**src/rtl/mult_arbiter.sv**
```systemverilog
// rtl/mult_arbiter.sv - two-requester arbiter in front of a shared pipelined multiplier
// Optional feature: define MULT_ARB_RR_EN for round-robin arbitration (default is fixed priority, requester 0 wins).
module mult_arbiter #(
    parameter int WIDTH   = 12,
    parameter int MUL_LAT = 2
) (
    input  logic                 clk,
    input  logic                 rst,
    input  logic                 req0_valid,
    input  logic                 req1_valid,
    output logic                 req0_ready,
    output logic                 req1_ready,
    input  logic [WIDTH-1:0]     req0_a,
    input  logic [WIDTH-1:0]     req0_b,
    input  logic [WIDTH-1:0]     req1_a,
    input  logic [WIDTH-1:0]     req1_b,
    output logic                 rsp0_valid,
    output logic                 rsp1_valid,
    output logic [2*WIDTH-1:0]   rsp0_c,
    output logic [2*WIDTH-1:0]   rsp1_c,
    output logic [WIDTH-1:0]     mul_a,
    output logic [WIDTH-1:0]     mul_b,
    input  logic [2*WIDTH-1:0]   mul_c,
    output logic                 busy
);

    logic                 grant0;
    logic                 grant1;
    logic                 accept;

    logic [WIDTH-1:0]     mul_a_q;
    logic [WIDTH-1:0]     mul_b_q;

    // Stage 0 tracks the operand register, stages 1..MUL_LAT track the multiplier
    // stages, so the top stage is valid exactly while mul_c holds its product.
    logic [MUL_LAT:0]     vld_q;
    logic [MUL_LAT:0]     vld_d;
    logic [MUL_LAT:0]     tag_q;
    logic [MUL_LAT:0]     tag_d;

    logic                 rsp0_valid_q;
    logic                 rsp1_valid_q;
    logic [2*WIDTH-1:0]   rsp0_c_q;
    logic [2*WIDTH-1:0]   rsp1_c_q;
    logic                 rsp0_due;
    logic                 rsp1_due;

`ifdef MULT_ARB_RR_EN
    // Requester favoured on a tie: the one not granted at the most recent accept.
    logic                 prio_q;

    // Round-robin grant; a lone valid always wins, ties go to the pointer.
    always_comb begin
        grant0 = 1'b0;
        grant1 = 1'b0;
        if (!rst) begin
            if (req0_valid && req1_valid) begin
                grant0 = !prio_q;
                grant1 = prio_q;
            end else begin
                grant0 = req0_valid;
                grant1 = req1_valid;
            end
        end
    end

    // Pointer moves only when a transfer is actually accepted.
    always_ff @(posedge clk) begin
        if (rst) begin
            prio_q <= 1'b0;
        end else if (grant0) begin
            prio_q <= 1'b1;
        end else if (grant1) begin
            prio_q <= 1'b0;
        end
    end
`else
    // Fixed-priority grant; requester 0 always wins a tie.
    always_comb begin
        grant0 = 1'b0;
        grant1 = 1'b0;
        if (!rst) begin
            grant0 = req0_valid;
            grant1 = req1_valid && !req0_valid;
        end
    end
`endif

    // A grant is only ever given to an asserted valid, so a grant is an accept.
    assign accept     = grant0 | grant1;
    assign req0_ready = grant0;
    assign req1_ready = grant1;

    // Operand register feeding the shared multiplier; holds when nothing is accepted.
    always_ff @(posedge clk) begin
        if (rst) begin
            mul_a_q <= '0;
            mul_b_q <= '0;
        end else if (grant0) begin
            mul_a_q <= req0_a;
            mul_b_q <= req0_b;
        end else if (grant1) begin
            mul_a_q <= req1_a;
            mul_b_q <= req1_b;
        end
    end

    assign vld_d = {vld_q[MUL_LAT-1:0], accept};
    assign tag_d = {tag_q[MUL_LAT-1:0], grant1};

    // Valid/tag shift pipeline marching alongside the multiplier stages.
    always_ff @(posedge clk) begin
        if (rst) begin
            vld_q <= '0;
            tag_q <= '0;
        end else begin
            vld_q <= vld_d;
            tag_q <= tag_d;
        end
    end

    assign rsp0_due = vld_q[MUL_LAT] && !tag_q[MUL_LAT];
    assign rsp1_due = vld_q[MUL_LAT] &&  tag_q[MUL_LAT];

    // Response stage: capture the product for the tagged requester and strobe once.
    always_ff @(posedge clk) begin
        if (rst) begin
            rsp0_valid_q <= 1'b0;
            rsp1_valid_q <= 1'b0;
            rsp0_c_q     <= '0;
            rsp1_c_q     <= '0;
        end else begin
            rsp0_valid_q <= rsp0_due;
            rsp1_valid_q <= rsp1_due;
            if (rsp0_due) begin
                rsp0_c_q <= mul_c;
            end
            if (rsp1_due) begin
                rsp1_c_q <= mul_c;
            end
        end
    end

    assign mul_a      = mul_a_q;
    assign mul_b      = mul_b_q;
    assign rsp0_valid = rsp0_valid_q;
    assign rsp1_valid = rsp1_valid_q;
    assign rsp0_c     = rsp0_c_q;
    assign rsp1_c     = rsp1_c_q;
    assign busy       = (|vld_q) | rsp0_valid_q | rsp1_valid_q;

endmodule

```
**config.mk**
```make
export PLATFORM = sky130hd
export DESIGN_NAME = mult_arbiter
export DESIGN_NICKNAME = d
export VERILOG_FILES = /design/src/rtl/mult_arbiter.sv
export SDC_FILE = /design/constraint.sdc
export NUM_CORES = 1
export LEC_CHECK = 0
export ABC_AREA = 1
export BUFFER_PORTS_ARGS = -buffer_cell sky130_fd_sc_hd__buf_2
export CELL_PAD_IN_SITES_DETAIL_PLACEMENT = 1
export CELL_PAD_IN_SITES_GLOBAL_PLACEMENT = 2
export CORE_ASPECT_RATIO = 1.75
export CORE_MARGIN = 2
export CORE_UTILIZATION = 23
export CTS_CLUSTER_DIAMETER = 80
export DETAILED_ROUTE_END_ITERATION = 8
export PLACE_DENSITY_LB_ADDON = 0.1
export SETUP_SLACK_MARGIN = 0.1
export SLEW_MARGIN = 15
export SYNTH_ARGS = -nofsm -noshare
export SYNTH_HDL_FRONTEND = slang
export SYNTH_SLANG_ARGS = --single-unit
```
**constraint.sdc**
```tcl
create_clock -name clk -period 1.5 [get_ports clk]
set_input_delay 0.15 -clock clk [delete_from_list [all_inputs] [get_ports clk]]
set_output_delay 0.15 -clock clk [all_outputs]
set_load 0.005 [all_outputs]
```
==> impl_metrics.py <==
metrics = {
    "critical_path": {
        "critical_path_peak_fanout": 2,
        "crit_chain": "nor3_1, nand3_1, buf_2",
        "endpoint": "busy",
        "ff2ff_setup_slack_ns": 0.32,
        "reg2reg_depth": 5,
        "reg2reg_to": "rsp0_c[18]",
        "cp_top_family": "flip-flops",
        "critPathKind": "reg -> out",
        "arrival_ns": 1.07,
        "start_kind": "register",
        "cp.required_ns": 1.35,
        "path_depth": 3,
        "timing.critical_path.from": "vld_q[0]",
        "cp_slowest_cell": "dfxtp_1",
        "end_kind": "output port",
        "crit_buf_inv": 1,
        "r2r_start": "vld_q[2]",
        "critPathMaxStageDelay_ns": 0.31,
    },
    "synthesis": {
        "synth_nets": 550,
        "synth.cell_area_um2": 3220,
        "syn-instance-count": 474,
        "synth-seq-area-share_pct": 49.7,
        "syn_area_per_cell_um2": 6.80,
        "ys_ff_latch": 80,
        "synth_top_area_cell": "dfxtp_1",
        "synth_top_area_share_pct": 49.7,
        "synth_cell_types": 14,
        "synth-warning-count": 0,
        "synth.area.top_cells": "dfxtp_1 50%, nor2_1 18%, nand2_1 11%, o21ai_0 7.5%, inv_1 4.2%",
    },
    "power": {
        "powerDensity_nw_per_um2": 1170,
        "combinationalPowerShare_pct": 11.2,
        "ir_drop_uv": 482,
        "switchingPower_mw": 1.28,
        "pwr-share-clk_pct": 45.4,
        "p_leak_nw": 2.39,
        "switching_share_pct": 24.4,
        "p_seq_share_pct": 43.4,
        "internal_power_mw": 3.95,
    },
    "detailed_routing": {
        "wl_per_cell_um": 12.9,
        "drc": 0,
        "ant_nets": 0,
        "initialDrtViolationCount": 46,
        "routed_wl_mm": 10.3,
        "viasPerCell": 4.21,
        "vias": 3376,
        "firstDrtPassIters": 4,
    },
    "timing": {
        "hold_viol": 0,
        "tns_ns": 0,
        "final.period_utilization_pct": 81.6,
        "worst_pin_slew_ns": 0.501,
        "setup_viol": 0,
        "fin_skew_ns": 0.00745,
        "maxSlewHeadroom_pct": 66.6,
        "slew_violations": 0,
        "period_minus_slack_ns": 1.22,
        "rsz0062_at_grt": "no",
        "fmax_mhz": 817,
    },
    "placement": {
        "post-dp-hpwl_mm": 7.66,
        "place.gp.congestion": 0.706,
        "dpl_cell_area_um2": 4150,
        "port-buffer-count": 152,
    },
    "global_routing": {
        "overflow": 0,
        "grt_util_all_layers_pct": 14.4,
        "grt_max_degree": 38,
        "grt_pass1_vias": 3539,
        "antenna_found_initial": 0,
        "grt_pass1_wl_mm": 17.0,
    },
    "die": {
        "ios": 153,
        "dieWidth_um": 93.5,
        "start_util_pct": 23.4,
        "rows": 57,
        "die_area_um2": 15000,
        "chipHeight_um": 161,
        "core_area_um2": 13800,
    },
    "layout": {
        "final_common_cell": "nor2_1",
        "mostFrequentLayoutCells": "157 x nor2_1, 152 x buf_2, 97 x nand2_1, 80 x dfxtp_1, 48 x o21ai_0",
        "fillers": 1796,
        "drive_above_1_share_pct": 29.3,
        "area_growth_pct": 38.7,
        "final_area_um2": 4470,
        "fin_nets": 695,
        "postLayoutCoreUtil_pct": 32.5,
        "diodes": 0,
    },
    "min_path": {
        "hold_class": "in -> reg",
    },
    "cts": {
        "cts_buffers": 9,
        "post_cts_buffers": 0,
        "holdBufCountCts": 0,
        "root_buffer": "clkbuf_16",
        "cts_resized": 0,
        "htreeDepth": 3,
        "clkTransAtPathRegs_ns": 0.06,
        "cts_num_sinks": 80,
        "worstSkewPairLatency_ns": 0.33,
        "clockBufferDepth": 2,
        "tritoncts": "done",
    },
    "run": {
        "timing.max_cap.violations": 0,
    },
    "status": {
        "status": "complete, no violations",
    },
}
worst register-to-register path, delay by kind of cell (launching register included):
| family | cells | cell delay, ns |
|---|---|---|
| DFF | 1 | 0.32 |
| and+or+nand+nor | 3 | 0.44 |
| buffers and inverters | 2 | 0.32 |
synthesized netlist by cell type (all sizes together):
| cell | instances |
|---|---|
| inv | 38 |
| clkbuf | 8 |
| dfxtp | 80 |
| nor3 | 1 |
| buf | 20 |
| nor2 | 158 |
| nand2 | 99 |
| o21ai | 49 |
| nand3 | 21 |
layout make-up:
| type | count | area (um^2) | share of cell area [%] |
|---|---|---|---|
| clock buffers | 10 | 229 | 5.12 |
| clock inverters | 6 | 90.1 | 2.01 |
| inverters | 38 | 143 | 3.19 |
| multi-input cells | 328 | 1340 | 29.9 |
| flip-flops and latches | 80 | 1600 | 35.8 |
| well taps | 177 | 221 | 4.95 |
| repair buffers | 162 | 848 | 19.0 |
flip-flops by register name (all words and copies together) (netlist names):
signal      flops
tag_q           3
rsp1_c         24
rsp0_c         24
mul_b          12
rsp1_valid      1
vld_q           3
rsp0_valid      1
mul_a          12
through the flow:
stage	worst slack [ns]	instances	power (mW)	hold WS, ns
after detailed placement	0.211	785	2.92	0.394
after global placement	0.296	785	2.91	0.390
after floorplan	0.393	474	2.62	0.221
after CTS	0.235	801	5.35	0.0413
final	0.276	801	5.22	0.0542
after global routing	0.131	801	5.52	0.0593
worst min-delay path by stage:
stage                  start        end  cells after the start
CTS                 mul_c[8]  rsp0_c[8]                      3
global route        mul_c[8]  rsp0_c[8]                      3
detailed placement  mul_c[8]  rsp0_c[8]                      3
floorplan                rst   tag_q[1]                      1
global placement    mul_c[8]  rsp0_c[8]                      3
finish              mul_c[7]  rsp0_c[7]                      3
logic make-up (layout without fill, tap and decap cells):
logic type             Yosys count  count (layout)  share of synthesized area (%)
AO/OA/AOI/OAI                   49              49                           7.72
flip-flops                      80              80                           49.7
AND/OR/NAND/NOR                279             279                           33.5
buffers and inverters           66             216                           9.12
power by group through the flow:
stage,clock network (mW),registers (mW),logic (mW)
after floorplan,0,2.32,0.302
after global placement,0,2.31,0.597
after detailed placement,0,2.32,0.606
after CTS,2.47,2.27,0.608
after global routing,2.56,2.28,0.686
final,2.37,2.27,0.585
layer usage:
metal	up-vias	share of wire (%)	wire length (um)	global-route usage, %
li1	1727	-	-	-
met1	1547	38	3900	14.5
met2	94	54	5630	27.2
met3	8	6.5	671	4.27
met5	-	0	0	0
met4	0	1.3	136	4.81
(Power assumes the default switching activity.)
